==> config.mk <==
export PLATFORM = sky130hd
export DESIGN_NAME = cell_fetch_flat
export DESIGN_NICKNAME = d
export VERILOG_FILES = /design/src/rtl/cell_fetch_if.sv /design/src/rtl/cell_fetch.sv /design/src/flat_wrapper.sv
export SDC_FILE = /design/constraint.sdc
export NUM_CORES = 1
export LEC_CHECK = 0
export BUFFER_PORTS_ARGS = -buffer_cell sky130_fd_sc_hd__buf_2
export CORE_MARGIN = 5
export CORE_UTILIZATION = 60
export CTS_BUF_LIST = sky130_fd_sc_hd__clkbuf_16
export CTS_CLUSTER_SIZE = 24
export DETAILED_ROUTE_END_ITERATION = 8
export PLACE_DENSITY = 0.81
export SLEW_MARGIN = 20
export SYNTH_ARGS = -nofsm -noshare
export SYNTH_HDL_FRONTEND = slang
export SYNTH_SLANG_ARGS = --single-unit
==> constraint.sdc <==
create_clock -name clk_in -period 5.8 [get_ports clk_in]
set_input_delay 0.29 -clock clk_in [delete_from_list [all_inputs] [get_ports clk_in]]
set_output_delay 0.29 -clock clk_in [all_outputs]
set_load 0.005 [all_outputs]
==> src/rtl/cell_fetch_if.sv <==
// cell_fetch_if: read port between cell_fetch and the cell BRAM.
//   rd_en_out   : read strobe, driven by the fetcher (master)
//   rd_addr_out : read address {gen, row, wordcol}, driven by the fetcher
//   rd_data_in  : read data, driven by the BRAM (slave), 2 cycles after the strobe
interface cell_fetch_if #(
  parameter int ADDR_W = 13,
  parameter int WORD_W = 16
);
  logic              rd_en_out;
  logic [ADDR_W-1:0] rd_addr_out;
  logic [WORD_W-1:0] rd_data_in;

  modport master (output rd_en_out, output rd_addr_out, input rd_data_in);
  modport slave  (input rd_en_out, input rd_addr_out, output rd_data_in);
endinterface

==> src/rtl/cell_fetch.sv <==
// cell_fetch: display-side board reader feeding cell_render.
// For each pixel it looks up the liveness bit of the pixel's cell in the cell
// BRAM, issuing a read only when the pixel enters a new board word, and emits
// hcount/vcount/is_alive with a fixed 4-cycle latency.
// Ports:
//   clk_in, rst_in           : pixel clock, async active-high reset
//   hcount_in, vcount_in     : current pixel coordinates
//   gen_sel_in               : displayable generation, latched at (0,0)
//   bram (master)            : BRAM read port (rd_en_out, rd_addr_out, rd_data_in)
//   hcount_out, vcount_out   : coordinates delayed 4 cycles
//   is_alive_out             : liveness of the cell under (hcount_out, vcount_out)
module cell_fetch #(
  parameter int LOG_CELL_SIZE = 2,
  parameter int BOARD_W       = 256,
  parameter int BOARD_H       = 192,
  parameter int WORD_W        = 16,
  parameter int ADDR_W        = 13
) (
  input  logic         clk_in,
  input  logic         rst_in,
  input  logic [10:0]  hcount_in,
  input  logic [9:0]   vcount_in,
  input  logic         gen_sel_in,
  cell_fetch_if.master bram,
  output logic [10:0]  hcount_out,
  output logic [9:0]   vcount_out,
  output logic         is_alive_out
);

  localparam int          ROW_W  = $clog2(BOARD_H);
  localparam int          WC_W   = $clog2(BOARD_W / WORD_W);
  localparam int          BIT_W  = $clog2(WORD_W);
  // Delay stages ahead of the output register (output register is the 4th).
  localparam int unsigned STAGES = 3;

  logic [10:0]       col_d;
  logic [9:0]        row_d;
  logic              in_board_d;
  logic              frame_start_d;
  logic              gen_d;
  logic [ADDR_W-1:0] tag_d;
  logic [BIT_W-1:0]  bit_d;
  logic              fetch_d;
  logic [WORD_W-1:0] word_d;
  logic              alive_d;

  logic              gen_q;
  logic              tag_valid_q;
  logic              rd_en_q;
  // rd_addr_q doubles as the cached tag: it only changes when a read issues.
  logic [ADDR_W-1:0] rd_addr_q;
  // rd_en delayed by 1 and 2 cycles; bit 1 marks rd_data_in valid this cycle.
  logic [1:0]        rd_pend_q;
  logic [WORD_W-1:0] word_q;

  logic [10:0]       h_q     [STAGES];
  logic [9:0]        v_q     [STAGES];
  logic              inb_q   [STAGES];
  logic [BIT_W-1:0]  bit_q   [STAGES];

  logic [10:0]       hcount_q;
  logic [9:0]        vcount_q;
  logic              alive_q;

  always_comb begin
    col_d         = hcount_in >> LOG_CELL_SIZE;
    row_d         = vcount_in >> LOG_CELL_SIZE;
    in_board_d    = (col_d < 11'(BOARD_W)) && (row_d < 10'(BOARD_H));
    frame_start_d = (hcount_in == '0) && (vcount_in == '0);
    // The frame-start pixel already uses the newly selected buffer, so the
    // whole frame is drawn from one generation.
    gen_d         = frame_start_d ? gen_sel_in : gen_q;
    tag_d         = {gen_d, row_d[ROW_W-1:0], col_d[BIT_W +: WC_W]};
    bit_d         = col_d[BIT_W-1:0];
    fetch_d       = in_board_d && (!tag_valid_q || (tag_d != rd_addr_q));
    // Data arriving this cycle is used directly; word_q captures it for the
    // remaining pixels of the word.
    word_d        = rd_pend_q[1] ? bram.rd_data_in : word_q;
    alive_d       = inb_q[STAGES-1] & word_d[bit_q[STAGES-1]];
  end

  always_ff @(posedge clk_in or posedge rst_in) begin
    if (rst_in) begin
      gen_q       <= 1'b0;
      tag_valid_q <= 1'b0;
      rd_en_q     <= 1'b0;
      rd_addr_q   <= '0;
      rd_pend_q   <= '0;
      word_q      <= '0;
      for (int unsigned i = 0; i < STAGES; i++) begin
        h_q[i]   <= '0;
        v_q[i]   <= '0;
        inb_q[i] <= 1'b0;
        bit_q[i] <= '0;
      end
      hcount_q    <= '0;
      vcount_q    <= '0;
      alive_q     <= 1'b0;
    end else begin
      gen_q     <= gen_d;
      rd_en_q   <= fetch_d;
      if (fetch_d) begin
        rd_addr_q   <= tag_d;
        tag_valid_q <= 1'b1;
      end
      rd_pend_q <= {rd_pend_q[0], rd_en_q};
      word_q    <= word_d;

      h_q[0]   <= hcount_in;
      v_q[0]   <= vcount_in;
      inb_q[0] <= in_board_d;
      bit_q[0] <= bit_d;
      for (int unsigned i = 1; i < STAGES; i++) begin
        h_q[i]   <= h_q[i-1];
        v_q[i]   <= v_q[i-1];
        inb_q[i] <= inb_q[i-1];
        bit_q[i] <= bit_q[i-1];
      end

      hcount_q <= h_q[STAGES-1];
      vcount_q <= v_q[STAGES-1];
      alive_q  <= alive_d;
    end
  end

  assign bram.rd_en_out   = rd_en_q;
  assign bram.rd_addr_out = rd_addr_q;
  assign hcount_out       = hcount_q;
  assign vcount_out       = vcount_q;
  assign is_alive_out     = alive_q;

endmodule

==> src/flat_wrapper.sv <==
// flat-port wrapper written by rule: the top's interface ports become plain ports
module cell_fetch_flat 
#(
  parameter int LOG_CELL_SIZE = 2,
  parameter int BOARD_W       = 256,
  parameter int BOARD_H       = 192,
  parameter int WORD_W        = 16,
  parameter int ADDR_W        = 13
)
  (clk_in, rst_in, hcount_in, vcount_in, gen_sel_in, hcount_out, vcount_out, is_alive_out, bram_rd_en_out, bram_rd_addr_out, bram_rd_data_in);
  cell_fetch_if #(.ADDR_W(ADDR_W), .WORD_W(WORD_W)) bram_i ();
  input  logic clk_in;
  input  logic rst_in;
  input  logic [10:0] hcount_in;
  input  logic [9:0] vcount_in;
  input  logic gen_sel_in;
  output logic [10:0] hcount_out;
  output logic [9:0] vcount_out;
  output logic is_alive_out;
  output wire logic [$bits(bram_i.rd_en_out)-1:0] bram_rd_en_out;
  output wire logic [$bits(bram_i.rd_addr_out)-1:0] bram_rd_addr_out;
  input wire logic [$bits(bram_i.rd_data_in)-1:0] bram_rd_data_in;
  assign bram_rd_en_out = bram_i.rd_en_out;
  assign bram_rd_addr_out = bram_i.rd_addr_out;
  assign bram_i.rd_data_in = bram_rd_data_in;
  cell_fetch #(.LOG_CELL_SIZE(LOG_CELL_SIZE), .BOARD_W(BOARD_W), .BOARD_H(BOARD_H), .WORD_W(WORD_W), .ADDR_W(ADDR_W)) u_core (.clk_in(clk_in), .rst_in(rst_in), .hcount_in(hcount_in), .vcount_in(vcount_in), .gen_sel_in(gen_sel_in), .bram(bram_i), .hcount_out(hcount_out), .vcount_out(vcount_out), .is_alive_out(is_alive_out));
endmodule
==> out/metrics.cfg, run 1 <==
[run_status]
status = complete, no violations

[routing]
antenna_left = 0
wl_per_cell_um = 19.0
drtPass1Iterations = 5
route.detailed.drc = 0
route.final.wire_length_um = 10200
vias_per_cell = 5.83
first_drt_iteration_drcs = 244
via_count = 3140

[setup_path]
number_of_buffers_and_inverters_on_the_critical_path = 2
crit_path_max_incr_delay_ps = 990
top_family_by_delay_on_critical_path = compound AO/OA/AOI/OAI gates
crit_path_end_kind = flop
timing.reg2reg.setup_slack_ps = 3250
cell_chain_critical_path = buf_2 > a21o_1 > clkinv_1 > nand3_1 > nor3_1 > a2111oi_1 > nand3_1
number_of_cells_traversed_by_the_worst_register_to_register_path = 7
required_ps = 6050
cp.arrival_ps = 3320
worst-path-stages = 7
timing_worst_setup_path_type = input port to flop
critPathMaxFanout = 28
cp-start-kind = input port
cp_slowest_cell = clkinv_1
crit_path_frequent_cell = nand3_1

[run]
max_cap_viol_count = 0

[power]
power.internal_mw = 1.62
pwr-share-clk = 0.465
p_leak_nw = 2.48
powerDensity_nw_per_um2 = 374
power_frac_comb = 0.088
netSwitchingFraction = 0.236
switching_power_uw = 503
ir_drop_mv = 0.221
pnr_total_power_mw = 2.13
p_seq_frac = 0.447

[timing]
final_hold_viol_count = 0
final.min_clock_period_ps = 3070
max_slew_margin = 0.372
setup-tns-final_ps = 0
unrepaired_setup_endpoints_after_global_routing = false
clock.fmax_ghz = 0.326
worst_slew_pin_slew_ps = 942
period_share = 0.529
count_of_endpoints_failing_setup_in_the_final_report = 0
report.final.slew_viol_count = 0
timing.clock.skew_ps = 8.43

[synth]
seq_area_frac_synth = 0.641
instance_count_of_the_mapped_netlist = 348
synth.ff_latch_count = 122
syn-num-nets = 388
syn_area_per_cell_um2 = 13.7
yosysWarnings = 0
synthDistinctLibCells = 36
netlist_area_um2 = 4760

[clock_network]
ctsRootBufferMaster = clkbuf_16
cts_max_level = 4
inserted_clock_buffers = 17
clock-sinks = 122
insertion_delay_ps = 400
cts_buffer_depth = 2
clk_transition_reported_paths_ps = 60
tritoncts = yes

[floorplanning]
ios = 76
die-area_um2 = 9810
start_util = 0.616
chipWidth_um = 99.1
design.core.area_um2 = 7730
fp.dieH_um = 99.1
placement_rows = 32

[place]
place_congestion = 0.802
placedInstanceArea_um2 = 5070
count_of_buffers_inserted_at_the_top_level_ports = 75
place.detailed.hpwl_um = 5790
cell_count_post_placement = 502

[min_path]
min-delay-path-class = input port to flop
worst_hold_path.num_cells = 1

[global_routing]
grt_usage = 0.220
grt_pass1_vias = 3155
grt_start_max_net_pins = 91
global_route_wire_length_before_repair_um = 16400
grt_remaining_overflow = 0
grt_antenna_before_repair = 0

[final_layout]
final_cells = 539
layout.core_utilization = 0.735
nets = 464
n_antenna_cell = 0
drive_gt1_frac = 0.355
postLayoutCellArea_um2 = 5680
areaGrowthSynthToFinish_pct = 19.4

[power groups by stage]
stage	logic (mW)	clock network, mW	registers, mW
floorplan	0.122	0	0.954
global placement	0.176	0	0.958
detailed placement	0.182	0	0.963
CTS	0.187	1.00	0.951
global route	0.207	1.04	0.959
finish	0.188	0.988	0.951
[sequential cells by signal (all words and copies together), names as in the netlist]
signal / count
u_core.is_alive_out: 1
u_core.bram.rd_addr_out: 13
u_core.hcount_out: 11
u_core.inb_q: 3
u_core.bram.rd_en_out: 1
u_core.tag_valid_q: 1
u_core.h_q: 33
u_core.word_q: 16
u_core.v_q: 30
u_core.rd_pend_q: 2
u_core.gen_q: 1
u_core.vcount_out: 10
[what timing repair did]
item                      in CTS  in global routing
resized for setup              0                  0
hold buffers                   2                  2
hold endpoints to repair      33                  2
setup buffers                  0                  0
[layout make-up]
class | instances | area, µm²
Tap cell | 102 | 128
Timing Repair Buffer | 83 | 453
Clock inverter | 15 | 135
Clock buffer | 17 | 425
Multi-Input combinational cell | 197 | 1480
Inverter | 3 | 13.8
Sequential cell | 122 | 3050
Fill cell | 473 | 2040
[final timing paths]
check                                         endpoint                  startpoint
max in group asynchronous   u_core.bram.rd_addr_out[9]                      rst_in
hold reg to reg                          u_core.h_q[6]              u_core.h_q[17]
min in group asynchronous         u_core.hcount_out[6]                      rst_in
setup reg to reg           u_core.bram.rd_addr_out[11]  u_core.bram.rd_addr_out[9]
hold / removal                          u_core.h_q[25]                hcount_in[3]
setup / recovery            u_core.bram.rd_addr_out[5]                vcount_in[9]
[Yosys cell counts]
cell,count,share of area
buf_4,2,0.0032
a211oi_2,9,0.024
o31ai_4,1,0.0045
a31oi_1,1,0.0013
xor2_1,1,0.0018
nor3_1,13,0.014
nand4_1,2,0.0026
nor3b_1,12,0.019
or2b_1,3,0.0047
o31a_2,1,0.0021
a21o_1,1,0.0016
or2b_2,6,0.011
mux2_2,24,0.057
dfrtp_1,122,0.64
xnor2_1,12,0.022
nor4_1,15,0.020
buf_2,5,0.0053
nand2_1,27,0.021
o21a_1,1,0.0016
dlygate4sd3_1,3,0.0063
nand2_2,2,0.0026
clkbuf_1,4,0.0032
nor2_1,2,0.0016
or4_1,2,0.0032
nand3_1,37,0.039
mux4_2,2,0.0095
clkinv_1,1,0.00079
a211oi_1,3,0.0047
a2111oi_1,9,0.019
inv_1,2,0.0016
nor2b_1,1,0.0013
nor4_4,2,0.0089
buf_6,12,0.028
nand2b_1,4,0.0053
mux2i_1,1,0.0021
a2111oi_0,3,0.0055
[kinds of logic after synthesis]
kind of cell / count (synthesis) / share of synthesized area
XOR/XNOR: 13 / 0.0239
flip-flops: 122 / 0.641
buffers and inverters: 29 / 0.0486
AO/OA/AOI/OAI: 29 / 0.0639
multiplexers: 27 / 0.0683
AND/OR/NAND/NOR: 128 / 0.154
[cells in the final DEF, fill, tap and decap left out, types with 3 or more instances in the layout]
cell,synthesis,final
a2111oi_0,3,3
nand3_1,37,37
or2b_1,3,3
nor3_1,13,13
clkinv_2,0,4
buf_2,5,75
clkinv_1,1,3
nand2b_1,4,4
or2b_2,6,6
nor3b_1,12,12
nor4_1,15,15
a2111oi_1,9,9
xnor2_1,12,12
a211oi_1,3,3
a211oi_2,9,9
clkbuf_16,0,17
inv_1,2,3
dlygate4sd3_1,3,4
dfrtp_1,122,122
nand2_1,27,27
mux2_2,24,24
clkinvlp_4,0,3
[per-layer routing]
layer  track usage  vias to the layer above  routed length [µm]
met5             0                        -                   0
met4        0.0893                        0                 204
met3        0.0651                       21                 836
met2         0.357                      145                5310
met1         0.277                     1582                3900
li1              -                     1392                   -
[per-stage QoR]
stage / hold slack [ps] / setup slack (ps)
2_1_floorplan: 321 / 2270
3_5_place_dp: 307 / 2560
6_report: 16.3 / 2730
5_1_grt: 4.11 / 2650
3_3_place_gp: 304 / 2690
4_1_cts: 1.06 / 2860
No activity file was read; power rests on OpenSTA's default activity.
==> inputs of run 2 (changes only) <==
--- a/config.mk
+++ b/config.mk
@@ -7,11 +7,11 @@
 export LEC_CHECK = 0
 export BUFFER_PORTS_ARGS = -buffer_cell sky130_fd_sc_hd__buf_2
 export CORE_MARGIN = 5
-export CORE_UTILIZATION = 60
+export CORE_UTILIZATION = 50
 export CTS_BUF_LIST = sky130_fd_sc_hd__clkbuf_16
 export CTS_CLUSTER_SIZE = 24
 export DETAILED_ROUTE_END_ITERATION = 8
-export PLACE_DENSITY = 0.81
+export PLACE_DENSITY = 0.72
 export SLEW_MARGIN = 20
 export SYNTH_ARGS = -nofsm -noshare
 export SYNTH_HDL_FRONTEND = slang
==> constraint.sdc (replaced) <==
create_clock -name clk_in -period 2.7 [get_ports clk_in]
set_input_delay 0.135 -clock clk_in [delete_from_list [all_inputs] [get_ports clk_in]]
set_output_delay 0.135 -clock clk_in [all_outputs]
set_load 0.005 [all_outputs]
==> run 2 against run 1 <==
  * Setup slack got worse by 2500 ps
  * Final area rose by 9.9%
  * Flip-flop and latch count did not move
  * Final cell count rose by 13%
  * Via count rose by 0.22%
  * Largest cell class unchanged
  * Wire length fell by 5.9%
==> out/metrics.cfg, run 2 (synthesized netlist as in run 1, its figures left out) <==
[final_layout]
layout_top_registers = u_core.h_q x33, u_core.v_q x30, u_core.word_q x16
nets = 505  ; +8.8%
final_cells = 607  ; +13%
final_common_cell = dfrtp_1
layout.core_utilization = 0.676  ; -0.0596
registers.top_by_ff_count = u_core.h_q
layout_common_cells = dfrtp_1 (122), buf_2 (75), dlygate4sd3_1 (38)
n_antenna_cell = 0  ; unchanged
drive_gt1_frac = 0.347  ; -0.00741
areaGrowthSynthToFinish_pct = 31.2
largest_register_ffs = 33  ; unchanged
postLayoutCellArea_um2 = 6240  ; +9.9%

[power]
ir_drop_mv = 0.512  ; +130%
pnr_total_power_mw = 4.98  ; +130%
powerDensity_nw_per_um2 = 797  ; +110%
p_leak_nw = 2.71  ; +9.0%

[routing]
antenna_left = 0  ; unchanged
route.detailed.drc = 0  ; unchanged
wl_per_cell_um = 15.9  ; -16%
via_count = 3147  ; +0.22%
vias_per_cell = 5.18  ; -11%
drtPass1Iterations = 6  ; +1
first_drt_iteration_drcs = 290  ; +19%
route.final.wire_length_um = 9640  ; -5.9%

[setup_path]
timing_worst_setup_path_type = input port to flop
cp_slowest_cell = dlygate4sd3_1
critPathMaxFanout = 24  ; -14%
reg2reg_from = u_core.rd_pend_q[1]
crit_path_end_kind = flop
cp-start-kind = input port
setup.worst_path.start = hcount_in[8]
crit_path_max_incr_delay_ps = 550  ; -440 ps
cp.arrival_ps = 2750  ; -570 ps
cell_chain_critical_path = dlygate4sd3_1 > buf_2 > nor4_1 > nand2_1 > nor4_4 > buf_4 > nor3_1 > a2111oi_0 > nand3_1
required_ps = 2960  ; -3090 ps

[place]
place_congestion = 0.826  ; +3.0%
count_of_buffers_inserted_at_the_top_level_ports = 75  ; unchanged
placedInstanceArea_um2 = 5200  ; +2.6%
cell_count_post_placement = 537  ; +7.0%
place.detailed.hpwl_um = 5930  ; +2.3%
place_worst_setup_slack_ps = 413  ; -2140 ps

[min_path]
hold_path.startpoint = u_core.v_q[22]
min-delay-path-class = flop to flop

[floorplanning]
design.core.area_um2 = 9240  ; +20%
die-area_um2 = 11600  ; +18%
chipWidth_um = 108  ; +8.6%
ios = 76  ; unchanged
fp.dieH_um = 108  ; +8.6%
placement_rows = 35  ; +9.4%
start_util = 0.515  ; -0.101

[global_routing]
grt_usage = 0.180  ; -0.0396
global_route_wire_length_before_repair_um = 16000  ; -2.6%
grt_antenna_before_repair = 0  ; unchanged
grt_remaining_overflow = 0  ; unchanged
grt_start_max_net_pins = 45  ; -51%
grt_pass1_vias = 3270  ; +3.6%

[clock_network]
clock-sinks = 122  ; unchanged
tritoncts = yes
insertion_delay_ps = 400  ; about the same
cts_max_level = 4  ; unchanged
ctsRootBufferMaster = clkbuf_16
inserted_clock_buffers = 17  ; unchanged
cts_buffer_depth = 2  ; unchanged
clk_transition_reported_paths_ps = 60  ; about the same
post_cts_resize_count = 0  ; unchanged

[timing]
timing.clock.skew_ps = 9.03  ; +0.602 ps
whs_ps = 339  ; +323 ps
clock.fmax_ghz = 0.401
final.min_clock_period_ps = 2500
worst_slew_pin_slew_ps = 843  ; -98.6 ps
report.final.slew_viol_count = 0  ; unchanged
count_of_endpoints_failing_setup_in_the_final_report = 0  ; unchanged
unrepaired_setup_endpoints_after_global_routing = false
postLayoutSetupSlackWorst_ps = 205  ; -2530 ps
period_share = 0.924
final_hold_viol_count = 0  ; unchanged
setup-tns-final_ps = 0  ; unchanged
max_slew_margin = 0.437  ; +0.0646

[run_status]
status = complete, no violations

[run]
max_cap_viol_count = 0  ; unchanged

-- run 2: power breakdown --
group | total (mW) | leakage, nW | switching [mW] | internal (mW)
Sequential | 2.04 | 1.43 | 0.0833 | 1.96
Clock | 2.50 | 0.321 | 0.843 | 1.66
Combinational | 0.435 | 0.957 | 0.202 | 0.233
Total | 4.98 | 2.71 | 1.13 | 3.85
-- run 2: area by class of cell --
| class | count | area [µm²] |
|---|---|---|
| flip-flops and latches | 122 | 3050 |
| fillers | 633 | 3000 |
| multi-input cells | 197 | 1480 |
| repair buffers | 124 | 876 |
| clock buffers | 17 | 425 |
| clock inverters | 15 | 239 |
| well taps | 129 | 161 |
| inverters | 3 | 15.0 |
-- run 2: what timing repair did --
item	4_1_cts	5_1_grt
setup buffers	0	0
hold buffers	38	0
endpoints found under the hold margin	74	0
-- run 2: worst max-delay path: cells and delay by family --
family                 cells  cell delay, ps
AO/OA/AOI/OAI              1             430
buffers and inverters      3            1050
AND/OR/NAND/NOR            5            1120
-- run 2: routing by layer --
metal / global-route usage / vias to the layer above / part of all wire / wire length, µm
met3: 0.0558 / 10 / 0.069 / 664
met5: 0 / - / 0 / 0
met2: 0.286 / 129 / 0.49 / 4750
li1: - / 1476 / - / -
met4: 0.0766 / 0 / 0.012 / 118
met1: 0.229 / 1532 / 0.43 / 4110
-- run 2: final timing paths --
kind | end | slack (ps) | depth (start not counted)
worst min-delay path | u_core.v_q[12] | 340 | 0
worst min register to register | u_core.v_q[12] | 340 | 0
min in group asynchronous | u_core.word_q[7] | 450 | 3
max in group asynchronous | u_core.bram.rd_addr_out[0] | 1570 | 4
worst max register to register | u_core.is_alive_out | 490 | 5
worst max-delay path | u_core.bram.rd_addr_out[10] | 200 | 9
